==> src/rtl/op_pkg.sv <==
// Shared encodings for the add/subtract operation unit: operation codes,
// shift types, flag bundle and small decode helpers used by the adder stage.
package op_pkg;

   // Operation select carried on the op port.
   typedef enum logic [1:0] {
      OP_ADD = 2'b00,
      OP_ADC = 2'b01,
      OP_SUB = 2'b10,
      OP_SBC = 2'b11
   } op_e;

   // Shift type carried on the stype port (ROR with amount 0 means RRX).
   typedef enum logic [1:0] {
      ST_LSL = 2'b00,
      ST_LSR = 2'b01,
      ST_ASR = 2'b10,
      ST_ROR = 2'b11
   } stype_e;

   // Condition flags travelling with an operation through the pipeline.
   typedef struct packed {
      logic c;
      logic z;
      logic n;
      logic v;
   } flags_t;

   // Subtracting operations feed the inverted operand into the adder.
   function automatic logic op_is_sub(input logic [1:0] op);
      return (op_e'(op) == OP_SUB) || (op_e'(op) == OP_SBC);
   endfunction

   // Adder carry-in: constant 0 for ADD, constant 1 for SUB (two's complement),
   // and the incoming carry flag for the with-carry forms.
   function automatic logic op_carry_in(input logic [1:0] op, input logic c);
      logic ci;
      case (op_e'(op))
         OP_ADD:  ci = 1'b0;
         OP_ADC:  ci = c;
         OP_SUB:  ci = 1'b1;
         OP_SBC:  ci = c;
         default: ci = 1'b0;
      endcase
      return ci;
   endfunction

endpackage

==> src/rtl/op_shifter.sv <==
// Barrel shifter that forms the register form of operand2.
// Amount 0 has special meaning for LSR/ASR (shift by WIDTH) and ROR (RRX
// through the incoming carry). The shifter carry-out is not produced because
// the flags come from the adder only.
module op_shifter
   import op_pkg::*;
#(
   parameter int WIDTH = 32,
   localparam int SH_W = $clog2(WIDTH)
) (
   input  logic [WIDTH-1:0] rm,
   input  logic [SH_W-1:0]  shamt,
   input  logic [1:0]       stype,
   input  logic             c_in,
   output logic [WIDTH-1:0] result
);

   logic [WIDTH-1:0] rot;

   // Select the shifted value according to shift type and the amount-0 rules.
   always_comb begin
      result = rm;
      rot    = rm;
      if (shamt != '0) begin
         rot = (rm >> shamt) | (rm << (WIDTH - int'(shamt)));
      end
      case (stype_e'(stype))
         ST_LSL: result = rm << shamt;
         ST_LSR: result = (shamt == '0) ? '0 : (rm >> shamt);
         ST_ASR: begin
            if (shamt == '0) begin
               result = {WIDTH{rm[WIDTH-1]}};
            end else begin
               result = $signed(rm) >>> shamt;
            end
         end
         ST_ROR: result = (shamt == '0) ? {c_in, rm[WIDTH-1:1]} : rot;
         default: result = rm;
      endcase
   end

endmodule

==> src/rtl/op_addsub.sv <==
// Two-stage add/subtract unit with flag generation.
//   Stage 1: capture request, form operand2 (zero-extended immediate or
//            shifted register).
//   Stage 2: add/subtract, form rd and flags; this stage is the output register.
// Build option: define OP_ADDSUB_OVERFLOW_EN to compute V as signed overflow
// when s=1; otherwise v_out always returns the sampled v_in.
module op_addsub
   import op_pkg::*;
#(
   parameter int WIDTH = 32,
   parameter int IMM_W = 12,
   localparam int SH_W = $clog2(WIDTH)
) (
   input  logic             clk,
   input  logic             rst,
   input  logic             in_valid,
   output logic             in_ready,
   input  logic [1:0]       op,
   input  logic             imm,
   input  logic             s,
   input  logic [WIDTH-1:0] rn,
   input  logic [WIDTH-1:0] rm,
   input  logic [IMM_W-1:0] imm_operand,
   input  logic [SH_W-1:0]  shamt,
   input  logic [1:0]       stype,
   input  logic             c_in,
   input  logic             z_in,
   input  logic             n_in,
   input  logic             v_in,
   output logic             out_valid,
   input  logic             out_ready,
   output logic [WIDTH-1:0] rd,
   output logic             c_out,
   output logic             z_out,
   output logic             n_out,
   output logic             v_out
);

   // Handshakes: a transfer happens on a rising edge where valid and ready are
   // both high. The producer keeps valid and its data stable until that edge;
   // ready may depend combinationally on downstream ready (in_ready follows
   // out_ready) but never on in_valid. out_valid/rd/flags hold while stalled.

   // Stage 1 registers
   logic             s1_valid;
   logic [1:0]       s1_op;
   logic             s1_s;
   logic [WIDTH-1:0] s1_rn;
   logic [WIDTH-1:0] s1_op2;
   flags_t           s1_flags;

   // Operand2 formation
   logic [WIDTH-1:0] shift_res;
   logic [WIDTH-1:0] op2_next;

   // Stage 2 datapath
   logic             s2_advance;
   logic [WIDTH-1:0] op2_eff;
   logic             carry_in;
   logic [WIDTH:0]   sum;
   logic [WIDTH-1:0] sum_rd;
   flags_t           flags_next;

   op_shifter #(.WIDTH(WIDTH)) u_shifter (
      .rm     (rm),
      .shamt  (shamt),
      .stype  (stype),
      .c_in   (c_in),
      .result (shift_res)
   );

   // Accept whenever some stage can make room this cycle.
   assign in_ready   = !s1_valid || !out_valid || out_ready;
   assign s2_advance = !out_valid || out_ready;

   // Pick the immediate (zero-extended) or the shifted register as operand2.
   always_comb begin
      op2_next = shift_res;
      if (imm) begin
         op2_next = WIDTH'(imm_operand);
      end
   end

   // Stage 1 register: capture request fields and formed operand2.
   always_ff @(posedge clk or posedge rst) begin
      if (rst) begin
         s1_valid <= 1'b0;
         s1_op    <= '0;
         s1_s     <= 1'b0;
         s1_rn    <= '0;
         s1_op2   <= '0;
         s1_flags <= '0;
      end else if (in_ready) begin
         s1_valid <= in_valid;
         if (in_valid) begin
            s1_op    <= op;
            s1_s     <= s;
            s1_rn    <= rn;
            s1_op2   <= op2_next;
            s1_flags <= '{c: c_in, z: z_in, n: n_in, v: v_in};
         end
      end
   end

   // Adder and flag formation from the stage-1 contents.
   always_comb begin
      op2_eff  = op_is_sub(s1_op) ? ~s1_op2 : s1_op2;
      carry_in = op_carry_in(s1_op, s1_flags.c);
      sum      = {1'b0, s1_rn} + {1'b0, op2_eff} + {{WIDTH{1'b0}}, carry_in};
      sum_rd   = sum[WIDTH-1:0];

      flags_next = s1_flags;
      if (s1_s) begin
         flags_next.c = sum[WIDTH];
         flags_next.z = (sum_rd == '0);
         flags_next.n = sum_rd[WIDTH-1];
`ifdef OP_ADDSUB_OVERFLOW_EN
         flags_next.v = (s1_rn[WIDTH-1] == op2_eff[WIDTH-1]) &&
                        (sum_rd[WIDTH-1] != s1_rn[WIDTH-1]);
`else
         flags_next.v = s1_flags.v;
`endif
      end
   end

   // Stage 2 / output register: load when empty or when the consumer takes it.
   always_ff @(posedge clk or posedge rst) begin
      if (rst) begin
         out_valid <= 1'b0;
         rd        <= '0;
         c_out     <= 1'b0;
         z_out     <= 1'b0;
         n_out     <= 1'b0;
         v_out     <= 1'b0;
      end else if (s2_advance) begin
         out_valid <= s1_valid;
         if (s1_valid) begin
            rd    <= sum_rd;
            c_out <= flags_next.c;
            z_out <= flags_next.z;
            n_out <= flags_next.n;
            v_out <= flags_next.v;
         end
      end
   end

endmodule

==> config.mk <==
export PLATFORM = sky130hd
export DESIGN_NAME = op_addsub
export DESIGN_NICKNAME = d
export VERILOG_FILES = /design/src/rtl/op_pkg.sv /design/src/rtl/op_shifter.sv /design/src/rtl/op_addsub.sv
export SDC_FILE = /design/constraint.sdc
export NUM_CORES = 1
export LEC_CHECK = 0
export ABC_CLOCK_PERIOD_IN_PS = 4900
export CAP_MARGIN = 10
export CORE_MARGIN = 3
export CORE_UTILIZATION = 50
export CTS_CLUSTER_DIAMETER = 60
export DETAILED_ROUTE_END_ITERATION = 7
export PLACE_DENSITY_LB_ADDON = 0.1
export SYNTH_ARGS = -nofsm -noshare
export SYNTH_HDL_FRONTEND = slang
export SYNTH_SLANG_ARGS = --single-unit
==> constraint.sdc <==
create_clock -name clk -period 4.9 [get_ports clk]
set_input_delay 0.98 -clock clk [delete_from_list [all_inputs] [get_ports clk]]
set_output_delay 0.98 -clock clk [all_outputs]
set_load 0.02 [all_outputs]
==> After elaboration in Yosys (flattened, before gate mapping) <==
Cells that the tools add are included.
{ "word_totals": {"inputBits": 95, "word_cells": 53, "output_inout_bits": 38, "reg_bits": 109} }
{ "op_classes": {"addsub": 3, "muxes": 9, "n_eq_ne": 6, "reduce_logical": 14, "bitwise": 2, "shift": 4} }
{ "op_table": {"columns": ["op", "count"], "rows": [
  ["two-way mux 32 bit", 6],
  ["one-hot mux 32 bit (4 select lines)", 1],
  ["adder 32 x 32 -> 33 bit", 1],
  ["adder 33 x 1 -> 33 bit", 1],
  ["zero test 32 bit", 1],
  ["inverter 32 bit", 1],
  ["OR 32 bit", 1],
  ["left shift 32 x 32 -> 32 bit", 1],
  ["left shift 32 x 5 -> 32 bit", 1],
  [">> shifter 32 x 5 -> 32 bit", 1],
  [">>> shifter 32 x 5 -> 32 bit", 1],
  ["equality test 2 bit (second input constant)", 4],
  ["subtractor 6 x 5 -> 7 bit (first input constant)", 1],
  ["zero test 5 bit", 1],
  ["nonzero test 5 bit", 1],
  ["equality test 2 x 1 -> 1 bit (second input constant)", 2],
  ["zero test 2 bit", 2],
  ["logical OR 1 bit", 4],
  ["two-way mux 4 bit", 1],
  ["AND reduction 2 bit", 2],
  ["one-hot mux 1 bit (3 select lines)", 1],
  ["zero test 1 bit", 2],
  ["OR reduction 2 bit", 1]
]} }

==> Depth between registers and ports, before layout <==
Gate-level depths: netlist of run 1.
{ "depth": {"word_depth": 7, "ltp_mapped": 18, "depth_no_buf": 13} }

==> Cells and area by module <==
A second synthesis of run 1 with hierarchy kept.
{ "hier_totals": {"cells_unflattened": 1665, "area_unflattened_um2": 14310.0} }
{ "by_module_without_submodules": {"columns": ["mod", "n_inst", "area_each_um2", "seq_area_each_um2", "cells_each"], "rows": [
  ["op_shifter", 1, 7823.8, 0.0, 1013],
  ["op_addsub", 1, 6486.2, 2727.6, 652]
]} }

==> Least setup slack after synthesis of run 1 <==
OpenSTA, ideal clock, no wires.
{ "synth_path": {"path_type": "input port to flip-flop", "from": "input shamt[2]", "to": "register s1_op2[0]", "t_arrival_ns": 4.168, "setup_ns": 0.142, "required_time_ns": 4.758, "n_path_buf": 6, "path_stages": 18, "slack_ns": 0.590, "cell_sequence": "buf_2 -> buf_1 -> clkbuf_1 -> clkbuf_1 -> nor2_1 -> and2_1 -> ha_1 -> clkbuf_1 -> a21oi_1 -> and2_1 -> clkbuf_1 -> nand2_1 -> nor2_1 -> a21oi_1 -> nor2_1 -> a31o_1 -> a221oi_1 -> o221ai_1"} }
{ "synth_via": {"elab_chain_len": 7, "word_cells_on_any_way": 14, "classes_between": "1 x add/sub; 4 x shift; 6 x mux; 1 x bitwise; 2 x reduce/logical"} }
{ "synth_lines": {"columns": ["element", "line", "rtl"], "rows": [
  ["start, declared", "op_addsub.sv:24", "input logic [SH_W-1:0] shamt,"],
  ["subtractor 6 x 5 -> 7 bit", "op_shifter.sv:25", "rot = (rm >> shamt) | (rm << (WIDTH - int'(shamt)));"],
  ["left shift 32 x 32 -> 32 bit", "op_shifter.sv:25", null],
  ["OR 32 bit", "op_shifter.sv:25", null],
  ["two-way mux 32 bit", "op_shifter.sv:24", "if (shamt != '0) begin"],
  ["two-way mux 32 bit", "op_shifter.sv:37", "ST_ROR: result = (shamt == '0) ? {c_in, rm[WIDTH-1:1]} : rot;"],
  ["one-hot mux 32 bit (4 select lines) *", "op_shifter.sv:27", "case (stype_e'(stype))"],
  ["two-way mux 32 bit *", "op_addsub.sv:79", "if (imm) begin"],
  ["end signal, assigned", "op_addsub.sv:99", "s1_op2 <= op2_next;"],
  ["end, declared", "op_addsub.sv:49", "logic [WIDTH-1:0] s1_op2;"]
]} }
Every way passes the cells marked *; elsewhere a longest branch is shown, timed or not.
A chain may end at the register's enable or synchronous reset.

==> Final worst setup path of run 1 <==
{ "layout_path": {"from": "input rm[28]", "to": "register s1_op2[2]"} }
{ "layout_via": {"elab_chain_len": 6, "word_cells_on_any_way": 11, "classes_between": "4 x shift; 6 x mux; 1 x bitwise"} }
{ "layout_lines": {"columns": ["element", "line", "rtl"], "rows": [
  ["start, declared", "op_addsub.sv:22", "input logic [WIDTH-1:0] rm,"],
  ["left shift 32 x 32 -> 32 bit / >> shifter 32 x 5 -> 32 bit (equally long branches)", "op_shifter.sv:25, op_shifter.sv:29", null],
  ["OR 32 bit", "op_shifter.sv:25", null],
  ["two-way mux 32 bit", "op_shifter.sv:24", null],
  ["two-way mux 32 bit", "op_shifter.sv:37", null],
  ["one-hot mux 32 bit (4 select lines) *", "op_shifter.sv:27", null],
  ["two-way mux 32 bit *", "op_addsub.sv:79", null]
]} }
Marked as above.

==> results of run 1 <==
==> cell usage after synthesis (16+ instances only) <==
library cell | number | area, um^2
dfrtp_1 | 109 | 2728
o21ai_0 | 128 | 640.6
a21o_1 | 18 | 135.1
nand2b_1 | 18 | 112.6
clkbuf_1 | 98 | 367.9
a21oi_1 | 147 | 735.7
a211oi_1 | 16 | 120.1
buf_2 | 20 | 100.1
nand3_1 | 24 | 120.1
a31oi_1 | 24 | 150.1
mux4_2 | 65 | 1464
ha_1 | 33 | 412.9
buf_1 | 19 | 71.32
nor3_1 | 29 | 145.1
nor2_1 | 140 | 525.5
mux2_2 | 59 | 664.4
o21ai_1 | 20 | 100.1
nand2_1 | 221 | 829.6
mux2i_1 | 61 | 610.6
xnor2_1 | 16 | 140.1
xor2_1 | 40 | 350.3
o211ai_1 | 27 | 202.7
==> worst min-delay path by stage <==
| stage | endpoint | depth (start not counted) |
|---|---|---|
| after CTS | rd[5]$_DFFE_PP0P_ | 2 |
| after detailed placement | rd[6]$_DFFE_PP0P_ | 2 |
| after floorplan | s1_op2[30]$_DFFE_PP0P_ | 2 |
| after global placement | rd[11]$_DFFE_PP0P_ | 2 |
| after global routing | rd[16]$_DFFE_PP0P_ | 2 |
| final | rd[10]$_DFFE_PP0P_ | 2 |
==> worst max-delay path: stages <==
cell and delay [ns]:
clkdlybuf4s50_1 0.80, mux4_2 0.68, o21ai_1 0.64, o21ai_0 0.45, mux4_2 0.62, a211oi_1 0.39
o22ai_1 0.16, mux2i_1 0.17, o21ai_1 0.07
==> cell families after synthesis <==
kind of cell	share of synthesized area, %
AO/OA/AOI/OAI	25.75
XOR/XNOR	3.900
adder cells (fa/ha/maj)	3.602
buffers and inverters	5.542
flip-flops	21.69
multiplexers	21.87
AND/OR/NAND/NOR	17.64
==> layer usage <==
metal | up-vias | global-route usage (%) | share of wire, %
met5 | - | 0 | 0.025
met4 | 2 | 22.46 | 7.3
met3 | 201 | 5.518 | 10
met2 | 959 | 61.66 | 46
met1 | 6315 | 46.84 | 37
li1 | 5979 | - | -
==> final cells by class <==
| cell class | count | share of cell area, % |
|---|---|---|
| clock buffer | 11 | 1.669 |
| inverter | 19 | 0.5075 |
| sequential | 109 | 18.76 |
| clock inverter | 5 | 0.3097 |
| multi-input combinational | 1292 | 63.10 |
| tap | 324 | 2.787 |
| timing repair buffer | 206 | 12.87 |
==> state kept, by name, indices dropped and copies added (netlist names) <==
name	count
s1_flags	4
rd	32
s1_valid	1
out_valid	1
s1_s	1
s1_op2	32
z_out	1
c_out	1
v_out	1
s1_op	2
n_out	1
s1_rn	32
==> where the power goes <==
group | internal [W] | leakage, nW | switching [W] | total, W
clock network | 0.000366 | 0.138 | 0.000342 | 0.000708
logic | 0.00134 | 4.42 | 0.00191 | 0.00325
registers | 0.00113 | 1.32 | 0.000152 | 0.00128
total | 0.00284 | 5.89 | 0.00240 | 0.00524
==> cells in the final DEF (no fill, tap or decap), drive strengths merged, types with 10 or more instances in the layout <==
cell | Yosys | final
a211oi | 16 | 16
a21o | 18 | 18
a21oi | 148 | 148
a31oi | 25 | 25
buf | 49 | 78
clkbuf | 98 | 11
clkdlybuf4s50 | 0 | 128
dfrtp | 109 | 109
ha | 33 | 33
inv | 15 | 15
mux2 | 60 | 60
mux2i | 61 | 61
mux4 | 65 | 65
nand2 | 221 | 221
nand2b | 18 | 18
nand3 | 24 | 24
nand4 | 10 | 10
nor2 | 140 | 140
nor3 | 30 | 30
o211ai | 27 | 27
o21ai | 148 | 148
o221ai | 10 | 10
o22ai | 13 | 13
xnor2 | 16 | 16
xor2 | 40 | 40
==> through the flow <==
step	power, W	hold slack (ns)	util (%)	instance area (um^2)	worst slack [ns]
2_1_floorplan	0.003393	0.4586	-	12570	0.5897
3_3_place_gp	0.004426	0.4607	58.08	14250	-0.08026
3_5_place_dp	0.004482	0.4669	58.08	14250	0.07728
4_1_cts	0.005195	0.4843	59.26	14540	0.4219
5_1_grt	0.005570	0.5029	59.29	14550	0.2922
6_report	0.005243	0.4787	59.29	14550	0.1607
==> metrics.csv, run 1 <==
stage;metric;value;unit
global_routing;overflow;0;
setup_path;critPathKind;primary input to register;
timing;rsz0062_at_grt;false;
cts;cts_root_buf;clkbuf_16;
setup_path;cp_max_fo;12;
synth;synth_nets;1697;
timing;clock_skew;0.009909;ns
final_layout;nets;1767;
route;final_antenna_net_count;0;
synth;ys.flop_type;dfrtp_1;
timing;hold_viol_final;0;
floorplanning;die_h;164.6;um
floorplanning;start_util;51.25;%
global_routing;grt.total_usage;37.55;%
route;via_count;13460;
floorplanning;core;24530;um^2
global_routing;grt_max_degree;95;
worst_hold_path;min_from;rd[10]$_DFFE_PP0P_;
synth;ys_async_sr_fraction;100.0;%
final_layout;drive_gt1_share;15.04;%
flow_run;drv_cap;0;
synth;yosysUniqueCellTypes;87;
route;drc_errors;0;
setup_path;startpoint;rm[28];
setup_path;rr_endpoint;z_out$_DFFE_PP0P_;
final_layout;syn2layout_area_growth;15.67;%
global_routing;grt_antenna_before_repair;1;
final_layout;multi_input_area;9178;um^2
cts;cts_max_level;3;
timing;setup_viol;0;
cts;hold_buffers;0;
place;gp_congestion;1.158;
floorplanning;die_area;27090;um^2
setup_path;end_kind;register;
timing;slew_headroom;36.35;%
timing;worstMarginPinSlew;0.9548;ns
route;drtIter0Drc;1696;
synth;ys_seq_area_share;21.69;%
cts;path_clk_slew;0.07;ns
synth;avgSynthCellArea;8.025;um^2
power;p_leak;5.887;nW
synth;syn_area;12570;um^2
synth;ys_warn_count;0;
setup_path;r2r_start;s1_op[1]$_DFFE_PP0P_;
global_routing;grt_pass1_vias;12710;
setup_path;cp.required;5.12;ns
synth;ys_ff_latch;109;
cts;cts.sinks;109;
timing;fin_tns_setup;0;ns
synth;netlist_instances;1567;
setup_path;worst_ep_arrival_time;4.96;ns
timing;maxSlewViolCount;0;
setup_path;reg2reg_depth;13;
floorplanning;rows;57;
cts;post-cts-setup-buffers;0;
final_layout;diodes;0;
power;cellPowerDensity;360.5;nW/um^2
route;drt_pre_antenna_iters;6;
floorplanning;io_pins;133;
route;wire_per_inst;26.14;um
timing;final.period_utilization;96.72;%
cts;clock_latency;0.35;ns
place;dpl.hpwl;39.55;mm
final_layout;nFillCells;2263;
floorplanning;fp.dieW;164.6;um
route;via_per_inst;6.844;
cts;cts_buffer_depth;2;
setup_path;crit_end;s1_op2[2]$_DFFE_PP0P_;
synth;synth-edff-count;0;
setup_path;worstSetupStartpointType;primary input;
setup_path;rrSetupSlack;0.59;ns
cts;cts-resized-gates;0;
cts;cts_tree;done;
outcome;status;completed;
global_routing;grt_pass1_wl;77.07;mm
timing;min_period;4.739;ns
worst_hold_path;holdCritPathClass;register to register;
power;ir_drop;0.0002566;V
place;dp_cells;1949;
route;wl;51.39;mm
timing;max_freq;211.0;MHz
final_layout;regArea;2729;um^2
final_layout;final_cells;1966;
cts;numCtsBuffers;9;
place;port_buffers;132;
Power figures use the tool's default switching activity.
==> inputs of run 2 (changes only) <==
--- a/config.mk
+++ b/config.mk
@@ -14,4 +14,5 @@
 export PLACE_DENSITY_LB_ADDON = 0.1
 export SYNTH_ARGS = -nofsm -noshare
 export SYNTH_HDL_FRONTEND = slang
+export SYNTH_HIERARCHICAL = 1
 export SYNTH_SLANG_ARGS = --single-unit
==> run 2 against run 1 <==
The run now ends with DRC left. Core utilization down 0.16 points. Maximum frequency rose by 6.3%. Non-clock buffer count rose by 44. Routed wire length grew 32%. Critical endpoint is now s1_op2[8]$_DFFE_PP0P_.
==> metrics.csv, run 2 <==
stage;metric;value;unit;change
final_layout;largestRegisters;rd (32), s1_op2 (32), s1_rn (32);;unchanged
global_routing;grt_antenna_before_repair;4;;was 1
cts;cts_tree;done;;unchanged
final_layout;layout_commonest_cell;nand2_1;;unchanged
timing;fin_tns_setup;0;ns;unchanged
cts;path_clk_slew;0.07;ns;about the same
setup_path;cp_max_fo;22;;was 12
flow_run;drv_cap;0;;unchanged
outcome;violations;DRC;;
global_routing;grt_pass1_wl;99.66;mm;was 77.07 mm
synth;ys.flop_type;dfrtp_1;;unchanged
synth;yosysTopAreaCellShare;19.06;%;was 21.69%
cts;cts_buffer_depth;2;;unchanged
synth;netlist_instances;1665;;was 1567
timing;worstMarginPinSlew;1.105;ns;was 0.9548 ns
global_routing;overflow;0;;unchanged
synth;ys_seq_area_share;19.06;%;was 21.69%
cts;hold_buffers;0;;unchanged
synth;synth.area.top_cells;dfrtp_1 19%, mux4_2 11%, mux2i_1 7.5%;;was dfrtp_1 22%, mux4_2 12%, nand2_1 6.6%
setup_path;slowest_delay;1.11;ns;was 0.80 ns
place;port_buffers;132;;unchanged
setup_path;critPathKind;primary input to register;;unchanged
cts;cts.sinks;109;;unchanged
outcome;status;finished, violations left;;was completed
floorplanning;io_pins;133;;unchanged
setup_path;cp.required;5.16;ns;was 5.12 ns
setup_path;path_buf_inv;1;;unchanged
synth;synth_top_area_cell;dfrtp_1;;unchanged
setup_path;cpMostUsedCell;nand2_1;;
power;cellPowerDensity;331.4;nW/um^2;was 360.5 nW/um^2
synth;yosys-top-cells-count;199 x nand2_1, 137 x o21ai_0, 118 x nor2_1;;was 221 x nand2_1, 147 x a21oi_1, 140 x nor2_1
floorplanning;die_area;30690;um^2;was 27090 um^2
power;p_leak;6.692;nW;was 5.887 nW
synth;synth-simple-area-share;17.51;%;was 17.64%
route;wl;67.94;mm;was 51.39 mm
timing;min_period;4.459;ns;was 4.739 ns
route;drt_pre_antenna_iters;8;;was 6
power;ir_drop;0.0002048;V;was 0.0002566 V
timing;slew_headroom;26.32;%;was 36.35%
place;dp_cells;2132;;was 1949
floorplanning;die_h;175.2;um;was 164.6 um
final_layout;syn2layout_area_growth;15.73;%;was 15.67%
synth;avgSynthCellArea;8.595;um^2;was 8.025 um^2
place;pre_cts_ws;0.2314;ns;was 0.07728 ns
cts;numCtsBuffers;9;;unchanged
synth;synthXorXnorAreaFrac;3.314;%;was 3.900%
setup_path;worst_ep_arrival_time;4.72;ns;was 4.96 ns
timing;rsz0062_at_grt;false;;unchanged
route;via_per_inst;7.315;;was 6.844
route;drc_errors;1;;was 0
final_layout;nFillCells;2466;;was 2263
setup_path;end_kind;register;;unchanged
final_layout;final_cells;2150;;was 1966
synth;synth_nets;1795;;was 1697
final_layout;nets;1895;;was 1767
timing;clock_skew;0.01641;ns;was 0.009909 ns
floorplanning;rows;61;;was 57
synth;ys_warn_count;6;;was 0
global_routing;grt.total_usage;43.22;%;was 37.55%
cts;post-cts-setup-buffers;0;;unchanged
route;wire_per_inst;31.60;um;was 26.14 um
synth;ys_async_sr_fraction;100.0;%;unchanged
setup_path;cp_slowest_cell;clkdlybuf4s50_1;;unchanged
synth;syn_area;14310;um^2;was 12570 um^2
setup_path;crit_chain;clkdlybuf4s50_1 -> nand2_1 -> a21oi_2 -> nand2_1 -> nor3_1 -> o31ai_1 -> nand2_1 -> mux2i_1 -> o21ai_0;;was clkdlybuf4s50_1 -> mux4_2 -> o21ai_1 -> o21ai_0 -> mux4_2 -> a211oi_1 -> o22ai_1 -> mux2i_1 -> o21ai_1
synth;muxShareOfSynthArea;28.41;%;was 21.87%
synth;synth_fa_ha_area_share;3.165;%;was 3.602%
setup_path;crit_family;simple AND/OR/NAND/NOR gates;;was compound AO/OA/AOI/OAI gates
worst_hold_path;holdCritPathClass;register to register;;unchanged
route;final_antenna_net_count;0;;unchanged
timing;final.period_utilization;90.99;%;was 96.72%
synth;yosysUniqueCellTypes;100;;was 87
power;power;0.005487;W;was 0.005243 W
cts;cts-resized-gates;0;;unchanged
timing;layout_setup_ws;0.4413;ns;was 0.1607 ns
final_layout;drive_gt1_share;19.39;%;was 15.04%
setup_path;worstSetupStartpointType;primary input;;unchanged
synth;synth-edff-count;0;;unchanged
cts;cts_max_level;3;;unchanged
final_layout;final_cell_mix;197 x nand2_1, 137 x o21ai_0, 128 x clkdlybuf4s50_1;;was 219 x nand2_1, 147 x a21oi_1, 140 x nor2_1
timing;hold_viol_final;0;;unchanged
global_routing;grt_max_degree;95;;unchanged
global_routing;grt_pass1_vias;15450;;was 12710
place;gp_congestion;1.097;;was 1.158
timing;maxSlewViolCount;0;;unchanged
cts;cts_root_buf;clkbuf_16;;unchanged
synth;post-synth-top-count-cell;nand2_1;;unchanged
route;via_count;15730;;was 13460
timing;max_freq;224.3;MHz;was 211.0 MHz
floorplanning;core;28010;um^2;was 24530 um^2
floorplanning;start_util;51.09;%;was 51.25%
floorplanning;fp.dieW;175.2;um;was 164.6 um
cts;clock_latency;0.36;ns;was 0.35 ns
place;dpl.hpwl;51.47;mm;was 39.55 mm
synth;ys_ff_latch;109;;unchanged
timing;setup_viol;0;;unchanged
route;drtIter0Drc;2126;;was 1696
synth;synth_top_family_by_area;multiplexers;;was compound AO/OA/AOI/OAI gates
synth;synth_compound_area_share;22.06;%;was 25.75%
[run 2: area by class of cell]
type / instances / area, um^2 / area share (%)
multi-input combinational: 1369 / 10670 / 64.42
sequential: 109 / 2729 / 16.48
timing repair buffer: 250 / 2260 / 13.64
tap: 378 / 473.0 / 2.856
clock buffer: 11 / 242.7 / 1.466
inverter: 26 / 100.1 / 0.6044
clock inverter: 4 / 80.08 / 0.4835
antenna: 3 / 7.507 / 0.04533
[run 2: tightest hold or removal path: stages, from the launching register on]
cell and delay, ns:
dfrtp_1 0.34, nand2_1 0.05, o21ai_0 0.06
[run 2: path summary, 6_finish.rpt]
| check | slack (ns) | endpoint | cells after the start | start |
|---|---|---|---|---|
| min in group asynchronous | 1.01 | rd[0]$_DFFE_PP0P_ | 2 | rst |
| worst min-delay path | 0.49 | rd[1]$_DFFE_PP0P_ | 2 | rd[1]$_DFFE_PP0P_ |
| worst max register to register | 0.66 | z_out$_DFFE_PP0P_ | 13 | s1_op[1]$_DFFE_PP0P_ |
| worst max-delay path | 0.44 | s1_op2[8]$_DFFE_PP0P_ | 9 | stype[0] |
| worst min register to register | 0.49 | rd[1]$_DFFE_PP0P_ | 2 | rd[1]$_DFFE_PP0P_ |
| max in group asynchronous | 2.95 | s1_op[1]$_DFFE_PP0P_ | 3 | rst |
[run 2: power by group]
| group | switching (W) | leakage (nW) | internal, W |
|---|---|---|---|
| Combinational | 0.00201 | 5.21 | 0.00138 |
| Clock | 0.000351 | 0.158 | 0.000466 |
| Sequential | 0.000156 | 1.32 | 0.00113 |
[run 2: cells by family after synthesis]
kind of cell               after synthesis
and+or+nand+nor                        528
AOI/OAI and AO/OA                      470
muxes                                  284
buffers and inverters                  187
DFF                                    109
xor gates and xnor gates                52
adders and majority gates               35
[run 2: metal layers]
layer / track usage [%] / up-vias / routed length, um
met2: 66.50 / 1299 / 29510
li1: - / 6532 / -
met5: 0.9615 / - / 41
met3: 12.10 / 427 / 8257
met4: 32.68 / 4 / 6537
met1: 51.18 / 7466 / 23590
[run 2: stage by stage]
stage | cell area, um^2 | hold WS, ns | utilization (%)
2_1_floorplan | 14310 | 0.4689 | -
3_3_place_gp | 16230 | 0.4628 | 57.93
3_5_place_dp | 16230 | 0.4729 | 57.93
4_1_cts | 16550 | 0.4885 | 59.08
5_1_grt | 16550 | 0.5055 | 59.10
6_report | 16560 | 0.4892 | 59.12
